===== config.mk =====
export PLATFORM = sky130hd
export DESIGN_NAME = hazard_ctrl
export DESIGN_NICKNAME = d
export VERILOG_FILES = /design/src/rtl/cpu_pkg.sv /design/src/rtl/load_use_detect.sv /design/src/rtl/hazard_ctrl.sv
export SDC_FILE = /design/constraint.sdc
export NUM_CORES = 1
export LEC_CHECK = 0
export CAP_MARGIN = 20
export CORE_UTILIZATION = 39
export DETAILED_ROUTE_END_ITERATION = 10
export GPL_TIMING_DRIVEN = 0
export PLACE_DENSITY = 0.78
export SYNTH_ARGS = -nofsm -noshare
export SYNTH_HDL_FRONTEND = slang
export SYNTH_SLANG_ARGS = --single-unit

===== constraint.sdc =====
create_clock -name clk -period 2.05 [get_ports clk]
set_input_delay 0.205 -clock clk [delete_from_list [all_inputs] [get_ports clk]]
set_output_delay 0.205 -clock clk [all_outputs]
set_load 0.01 [all_outputs]

===== src/rtl/cpu_pkg.sv =====
// Shared definitions for the 5-stage 16-bit CPU: opcodes, hazard FSM states
// and next-PC select encodings.
package cpu_pkg;

    typedef enum logic [3:0] {
        OP_ADD   = 4'h0,
        OP_SUB   = 4'h1,
        OP_AND   = 4'h2,
        OP_OR    = 4'h3,
        OP_XOR   = 4'h4,
        OP_SLL   = 4'h5,
        OP_SRL   = 4'h6,
        OP_ADDI  = 4'h7,
        OP_LW    = 4'h8,
        OP_SW    = 4'h9,
        OP_LB    = 4'hA,
        OP_BEQ   = 4'hB,
        OP_BNE   = 4'hC,
        OP_CALL  = 4'hD,
        OP_RET   = 4'hE,
        OP_FLUSH = 4'hF
    } opcode_t;

    typedef enum logic [1:0] {
        RUN      = 2'd0,
        RET_WAIT = 2'd1,
        DRAIN    = 2'd2,
        HALTED   = 2'd3
    } hazard_state_t;

    localparam logic [1:0] PCSEL_INC    = 2'b00;
    localparam logic [1:0] PCSEL_BRANCH = 2'b01;
    localparam logic [1:0] PCSEL_CALL   = 2'b10;
    localparam logic [1:0] PCSEL_RET    = 2'b11;

endpackage


===== src/rtl/load_use_detect.sv =====
// Combinational load-use hazard detector: a load in EX whose destination is
// read by the instruction currently in ID.
module load_use_detect
    import cpu_pkg::*;
(
    input  logic       ex_mem_read,
    input  logic       ex_reg_write,
    input  logic [3:0] ex_dst,
    input  logic [3:0] id_rs,
    input  logic [3:0] id_rt,
    input  logic       id_reg0_read,
    input  logic       id_reg1_read,
    output logic       hazard
);

    // R0 is hard-wired zero, so a load targeting it never creates a dependency.
    assign hazard = ex_mem_read & ex_reg_write & (ex_dst != 4'd0) &
                    ((id_reg0_read & (id_rs == ex_dst)) |
                     (id_reg1_read & (id_rt == ex_dst)));

endmodule


===== src/rtl/hazard_ctrl.sv =====
// Pipeline sequencing controller: load-use stalls, branch/CALL/RET redirects
// and halt drain. Optional stall counter enabled by HAZARD_CTRL_STATS_EN.
module hazard_ctrl
    import cpu_pkg::*;
#(
    parameter int DRAIN_CYCLES = 3
) (
    input  logic       clk,
    input  logic       rst,
    input  logic [3:0] id_opcode,
    input  logic [3:0] id_rs,
    input  logic [3:0] id_rt,
    input  logic       id_reg0_read,
    input  logic       id_reg1_read,
    input  logic       ex_mem_read,
    input  logic [3:0] ex_dst,
    input  logic       ex_reg_write,
    input  logic       ex_branch_taken,
    input  logic       wb_ret,
    output logic       pc_write,
    output logic       if_id_write,
    output logic       if_id_flush,
    output logic       id_ex_flush,
    output logic [1:0] pc_sel,
    output logic       halted
`ifdef HAZARD_CTRL_STATS_EN
    ,
    output logic [15:0] stall_cycles
`endif
);

    hazard_state_t state_r, next_state_s;
    logic [1:0]    cnt_r, next_cnt_s;
    logic          halted_r;
    logic          hazard_s;
    logic          pc_write_s, if_id_write_s, if_id_flush_s, id_ex_flush_s;
    logic [1:0]    pc_sel_s;

    load_use_detect u_load_use_detect (
        .ex_mem_read  (ex_mem_read),
        .ex_reg_write (ex_reg_write),
        .ex_dst       (ex_dst),
        .id_rs        (id_rs),
        .id_rt        (id_rt),
        .id_reg0_read (id_reg0_read),
        .id_reg1_read (id_reg1_read),
        .hazard       (hazard_s)
    );

    // Next-state and same-cycle control decode; reset forces the RUN defaults.
    always_comb begin
        next_state_s  = state_r;
        next_cnt_s    = cnt_r;
        pc_write_s    = 1'b1;
        if_id_write_s = 1'b1;
        if_id_flush_s = 1'b0;
        id_ex_flush_s = 1'b0;
        pc_sel_s      = PCSEL_INC;
        if (rst) begin
            next_state_s = RUN;
            next_cnt_s   = 2'd0;
        end else begin
            case (state_r)
                RUN: begin
                    if (ex_branch_taken) begin
                        pc_sel_s      = PCSEL_BRANCH;
                        if_id_flush_s = 1'b1;
                        id_ex_flush_s = 1'b1;
                    end else if (hazard_s) begin
                        pc_write_s    = 1'b0;
                        if_id_write_s = 1'b0;
                        id_ex_flush_s = 1'b1;
                    end else if (id_opcode == OP_CALL) begin
                        pc_sel_s      = PCSEL_CALL;
                        if_id_flush_s = 1'b1;
                    end else if (id_opcode == OP_RET) begin
                        pc_write_s    = 1'b0;
                        if_id_flush_s = 1'b1;
                        next_state_s  = RET_WAIT;
                    end else if ((id_opcode == OP_FLUSH) && id_reg0_read) begin
                        // A bubble also carries 4'hF; only a real HLT reads port 0.
                        pc_write_s    = 1'b0;
                        if_id_flush_s = 1'b1;
                        next_cnt_s    = 2'(DRAIN_CYCLES - 1);
                        next_state_s  = DRAIN;
                    end else begin
                        pc_sel_s = PCSEL_INC;
                    end
                end
                RET_WAIT: begin
                    if_id_flush_s = 1'b1;
                    if (wb_ret) begin
                        pc_sel_s     = PCSEL_RET;
                        next_state_s = RUN;
                    end else begin
                        pc_write_s = 1'b0;
                    end
                end
                DRAIN: begin
                    pc_write_s    = 1'b0;
                    if_id_write_s = 1'b0;
                    if_id_flush_s = 1'b1;
                    if (cnt_r == 2'd0) begin
                        next_state_s = HALTED;
                    end else begin
                        next_cnt_s = cnt_r - 2'd1;
                    end
                end
                HALTED: begin
                    pc_write_s    = 1'b0;
                    if_id_write_s = 1'b0;
                end
                default: begin
                    next_state_s = RUN;
                    next_cnt_s   = 2'd0;
                end
            endcase
        end
    end

    // FSM state, drain counter and halted flag.
    always_ff @(posedge clk) begin
        if (rst) begin
            state_r  <= RUN;
            cnt_r    <= 2'd0;
            halted_r <= 1'b0;
        end else begin
            state_r  <= next_state_s;
            cnt_r    <= next_cnt_s;
            halted_r <= (next_state_s == HALTED);
        end
    end

    assign pc_write    = pc_write_s;
    assign if_id_write = if_id_write_s;
    assign if_id_flush = if_id_flush_s;
    assign id_ex_flush = id_ex_flush_s;
    assign pc_sel      = pc_sel_s;
    assign halted      = halted_r;

`ifdef HAZARD_CTRL_STATS_EN
    logic [15:0] stall_cnt_r;

    // Count every non-halted cycle in which the PC is held; wraps naturally.
    always_ff @(posedge clk) begin
        if (rst) begin
            stall_cnt_r <= 16'd0;
        end else if (!pc_write_s && (state_r != HALTED)) begin
            stall_cnt_r <= stall_cnt_r + 16'd1;
        end else begin
            stall_cnt_r <= stall_cnt_r;
        end
    end

    assign stall_cycles = stall_cnt_r;
`endif

endmodule


## Word-level counts from Yosys, hierarchy flattened

Index checks and enable logic that the tools add are counted.

| storage, ports and cells | value |
|---|---|
| bits in registers | 5 |
| input bits | 24 |
| output and inout port bits | 7 |

| cells by class | value |
|---|---|
| multiplexer cells | 45 |
| bitwise gates (word level) | 6 |
| equality and inequality tests | 15 |
| add/subtract/negate cells | 1 |
| reductions and logical operators | 8 |

Operators by type and width:

| kind | count |
|---|---|
| 2-bit 2-to-1 mux | 19 |
| 1-bit 2-to-1 mux | 20 |
| 4-bit equality test, second input constant | 3 |
| 2-bit != test, second input constant | 6 |
| 4-bit equality test | 2 |
| 2-bit case mux with 2 select lines | 2 |
| 7-bit AND reduction | 1 |
| 2-bit equality test, second input constant | 3 |
| 2-bit case mux with 3 select lines | 1 |
| 1-bit bitwise AND | 5 |
| 2-bit logical NOT | 2 |
| 1-bit case mux with 2 select lines | 2 |
| 4-bit nonzero test | 1 |
| 2-bit OR reduction | 2 |
| 1-bit case mux with 3 select lines | 1 |
| 2-bit by 1-bit equality test with 1-bit output, second input constant | 1 |
| 2-bit nonzero test | 1 |
| 2-bit by 1-bit subtractor with 2-bit output, second input constant | 1 |
| 1-bit logical AND | 1 |
| 1-bit OR | 1 |

## Longest topological paths before layout

| depth | value |
|---|---|
| word-level depth | 10 |
| mapped depth | 8 |
| mapped depth without buffers | 8 |

## Cells and area by module

From an unflattened synthesis, not the netlist that was laid out.

| unflattened totals | value |
|---|---|
| cells, all modules | 85 |
| area total of the unflattened synthesis | 653.1 um^2 |

Modules (own cells, without submodules):

| module | seq. area each (um^2) | cells each | instances | area an instance (um^2) |
|---|---|---|---|---|
| hazard_ctrl | 100.1 | 70 | 1 | 545.5 |
| load_use_detect | 0.0 | 15 | 1 | 107.6 |

## Least setup slack after synthesis

Ideal clock, no wire load.

| timing | value |
|---|---|
| path type | in2reg |
| start | input ex_dst[1] |
| end | register halted_r (netlist: halted) |
| path slack | 272 ps |
| path buffers | 0 |
| data required time | 1928 ps |
| stages on the path | 6 |
| arrival time | 1656 ps |
| path through | or4_1 nand3_1 a21oi_2 or4_4 a41oi_1 nor2b_1 |

| on the way | value |
|---|---|
| word-level cells in the longest chain between the ends | 9 |
| elaborated cells between the ends (all ways) | 13 |
| classes of those cells | eq/ne: 3; mux: 4; bitwise: 5; reduce/logical: 1 |

RTL lines:

| element | RTL line | RTL |
|---|---|---|
| from (decl) | hazard_ctrl.sv:16 | `input logic [3:0] ex_dst,` |
| 4-bit equality test (on tied branches) | load_use_detect.sv:18, load_use_detect.sv:19 |  |
| 1-bit bitwise AND (on tied branches) | load_use_detect.sv:18, load_use_detect.sv:19 |  |
| 1-bit OR | load_use_detect.sv:18 | `((id_reg0_read & (id_rs == ex_dst)) \|` |
| 1-bit bitwise AND * | load_use_detect.sv:17 | `assign hazard = ex_mem_read & ex_reg_write & (ex_dst != 4'd0) &` |
| 2-bit 2-to-1 mux * | hazard_ctrl.sv:69 | `end else if (hazard_s) begin` |
| 2-bit 2-to-1 mux * | hazard_ctrl.sv:65 | `if (ex_branch_taken) begin` |
| 2-bit case mux with 3 select lines * | hazard_ctrl.sv:63 | `case (state_r)` |
| 2-bit 2-to-1 mux * | hazard_ctrl.sv:59 | `if (rst) begin` |
| 2-bit equality test * | hazard_ctrl.sv:130 | `halted_r <= (next_state_s == HALTED);` |
| to (signal assigned) | hazard_ctrl.sv:130 |  |
| to (decl) | hazard_ctrl.sv:34 | `logic halted_r;` |

Every way passes the cells marked *; elsewhere a longest branch is shown, timed or not.
A chain may end at the register's enable or synchronous reset.

## Final worst setup path

| timing | value |
|---|---|
| start | input id_reg0_read |
| end | output if_id_write |

| on the way | value |
|---|---|
| word-level cells in the longest chain between the ends | 7 |

RTL lines:

| element | RTL line | RTL |
|---|---|---|
| from (decl) | hazard_ctrl.sv:13 | `input logic id_reg0_read,` |
| 1-bit bitwise AND | load_use_detect.sv:18 |  |
| 1-bit OR | load_use_detect.sv:18 |  |
| 1-bit bitwise AND | load_use_detect.sv:17 |  |
| 1-bit 2-to-1 mux | hazard_ctrl.sv:69 |  |
| 1-bit 2-to-1 mux | hazard_ctrl.sv:65 |  |
| 1-bit case mux with 2 select lines | hazard_ctrl.sv:63 |  |
| 1-bit 2-to-1 mux | hazard_ctrl.sv:59 |  |
| to (decl) | hazard_ctrl.sv:21 | `output logic if_id_write,` |

No other way between the ends.

==> out/metrics.cfg <==
[layout]
finish.cell_count_without_fillers=132
postLayoutCellArea_sq_um=968
antenna_cells_inserted=0
drive_gt1_share_pct=23.3
layout-area-overhead-vs-synth_pct=55.1
finish.net_count=147

[logic_synthesis]
synth_edf_count=0
ys_types=33
yosys_register_bits=5
netlist_instances=83
postSynth.topFlopCell=dfxtp_1
synth_fp_nets=113
netlist_top_cells_area=dfxtp_1, ha_1, xor2_1
yosys.area.top_type_share_pct=16.0
synth_top_cell_by_area=dfxtp_1
portion_of_the_post_synthesis_area_used_by_sequential_elements_pct=16.0
ys.warnings.count=0
mappedNetlistArea_sq_um=624
async_set_reset_flop_share_out_of_synthesis_pct=0
post_synth.cell_area_avg_sq_um=7.52

[cts]
cts.root.buffer_cell=clkbuf_4
clkSlewWorstSetupHoldPaths_ns=0.05
tritoncts.num_buffers=3
ctsHtreeMaxLevel=1
clock_insertion_delay_worst_skew_ns=0.24
max-clock-path-buffers=2
clock_sink_count=5
tritoncts=built

[power_and_ir_drop]
leakage_nw=0.375
pwr_density_cell_mw_per_mm2=456
ir_worst_vdd_mv=0.215

[setup_path]
timing.critical_path.arrival_ns=1.79
reg2reg_depth=7
timing_worst_setup_path_type=in2out
path_cells=clkdlybuf4s50_1 > nand3_2 > a21oi_4 > or2b_1 > a221o_1 > buf_2
critPathLaunch=id_reg0_read
cp.required_ns=1.85
sum_of_buffers_and_inverters_on_the_critical_path=2
timing.critical_path.from_type=primary input
timing.reg2reg.setup_slack_ns=0.33
cpMaxStageDelayCell=clkdlybuf4s50_1
crit_family=buffers and inverters
r2r-start=state_r[0]$_SDFF_PP0_
reg2reg_to=halted$_SDFF_PP0_
max_stage_delay_ns=0.54
largest_fanout_on_the_critical_path=3
critical_path.endpoint_type=primary output

[placed_design]
detailedPlace.worstSlack_ns=-0.778
placed_cells_incl_taps=128
gpl.final_weighted_congestion=0.766
final_hpwl_dp_um=1380
detailed_place.area_sq_um=935
io_buffers=29

[floorplan]
vertical_die_dimension_um=42.0
placeable_area_sq_mm=0.00151
area_of_the_die_sq_mm=0.00176
die_w_um=42.0
num_rows=14
start_util_pct=41.4
top_level_ports=31

[sta]
clock-skew-final_ns=0.00666
maxSlewHeadroom_pct=71.4
timing.final.max_slew_violations=0
timing.final.setup_violations=0
final_layout_setup_total_negative_slack_ns=0
setup_slack_after_layout_ns=0.0514
hold_viol_final=0
min_period_over_period_pct=97.5
tightest_slew_ns=0.429
clock.fmax_ghz=0.500
fin_crit_ns=2.00

[routing]
detail_route.wl_per_cell_um=13.8
detail_route.drc_violations=0
drt_iter0_markers=5
drt-total-wl_um=1820
via_count_of_the_routed_design=759
drt.antenna.violating_nets=0
drt_first_pass_iters=6
post_drt_via_cell_ratio=5.75

[global_routing]
grt_first_pass_wirelength_um=2850
grt_pass1_vias=734
globalRoute.totalOverflow=0
antenna_found_initial=0
grtUsageTotal_pct=20.4
grt_start_max_net_pins=11

[outcome]
result_of_the_run=complete, no violations

[hold_path]
worst_hold_path.endpoint=cnt_r[1]$_SDFFE_PP0P_
worstHoldStart=cnt_r[1]$_SDFFE_PP0P_
min_path_cells=2
hold_path.class=reg2reg

[run]
timing.max_cap.violations=0

## worst max-delay path by stage
stage | end | slack (ns) | cells after the start
global placement | if_id_write | -0.74 | 8
detailed placement | if_id_write | -0.78 | 8
floorplan | halted$_SDFF_PP0_ | 0.27 | 6
finish | if_id_write | 0.05 | 6
global route | if_id_write | -0.008 | 6
CTS | if_id_write | 0.0005 | 8
## repair_timing
item | in CTS | in global routing
setup buffers | 1 | 0
setup endpoints to repair | 10 | 7
pin swaps | 8 | 10
resized for setup | 38 | 19
hold buffers | 0 | 0
## cell families (layout without fill, tap and decap cells)
family,after synthesis,count (layout),synth area share [%]
fa+ha+maj,6,6,12.0
xor+xnor,8,8,11.2
compound gates,22,22,26.7
simple gates,33,33,28.7
flops,5,5,16.0
buf+inv,9,42,5.41
## area by class of cell
type | instances | area [sq um]
multi-input cells | 69 | 541
fillers | 149 | 538
repair buffers | 30 | 251
flip-flops and latches | 5 | 100
clock buffers | 4 | 26.3
inverters | 6 | 22.5
well taps | 16 | 20.0
plain buffers | 2 | 7.51
## layer usage
layer / track usage, % / routed length (um)
met2: 41.3 / 1020
met5: 0 / 0
met3: 0 / 72
met4: 11.3 / 31
met1: 20.9 / 697
## through the flow
stage / utilization [%] / hold slack [ns] / power [mW]
after floorplan: - / 0.383 / 0.227
after global placement: 62.0 / 0.499 / 0.319
after detailed placement: 62.0 / 0.523 / 0.324
after CTS: 64.7 / 0.541 / 0.439
after global routing: 64.3 / 0.574 / 0.471
final: 64.3 / 0.544 / 0.442
## power by group
group	switching (mW)	internal, mW	total, mW	leakage [nW]
registers	0.00716	0.105	0.113	0.0405
logic	0.108	0.106	0.214	0.320
clock network	0.0417	0.0737	0.115	0.0150
## cells in the final DEF, fill, tap and decap left out, types with 2 or more instances in the layout
master,Yosys,final
nand2_1,5,5
nor2_1,9,8
buf_2,0,5
clkdlybuf4s15_1,0,2
dlymetal6s2s_1,0,2
nand3_2,0,2
clkbuf_1,3,3
inv_2,0,2
o41ai_1,3,2
a21oi_1,7,7
nand3_1,4,2
clkbuf_4,0,3
xnor2_1,2,2
nor3_2,0,2
clkdlybuf4s50_1,0,12
dfxtp_1,5,5
clkbuf_2,0,5
xor2_1,6,6
nor3_1,4,2
nor2b_1,3,3
ha_1,6,5
dlygate4sd2_1,0,2
inv_1,6,4
## synth_stat cells (2+ instances only)
cell type / count
ha_1: 6
a21oi_1: 7
nand3_1: 4
clkbuf_1: 3
nor3_1: 4
nor2b_1: 3
xor2_1: 6
nand2_1: 5
inv_1: 6
nor2_1: 9
dfxtp_1: 5
o41ai_1: 3
xnor2_1: 2
## sequential cells by signal (all words and copies together), names as in the netlist
signal and cells:
cnt_r 2, halted 1, state_r 2
## worst min-delay path, stage by stage (launching register included)
cell     delay [ns]
dfxtp_1        0.31
a21oi_1        0.13
nor3_1         0.06
Note: power is estimated with default switching activity, not from simulation.
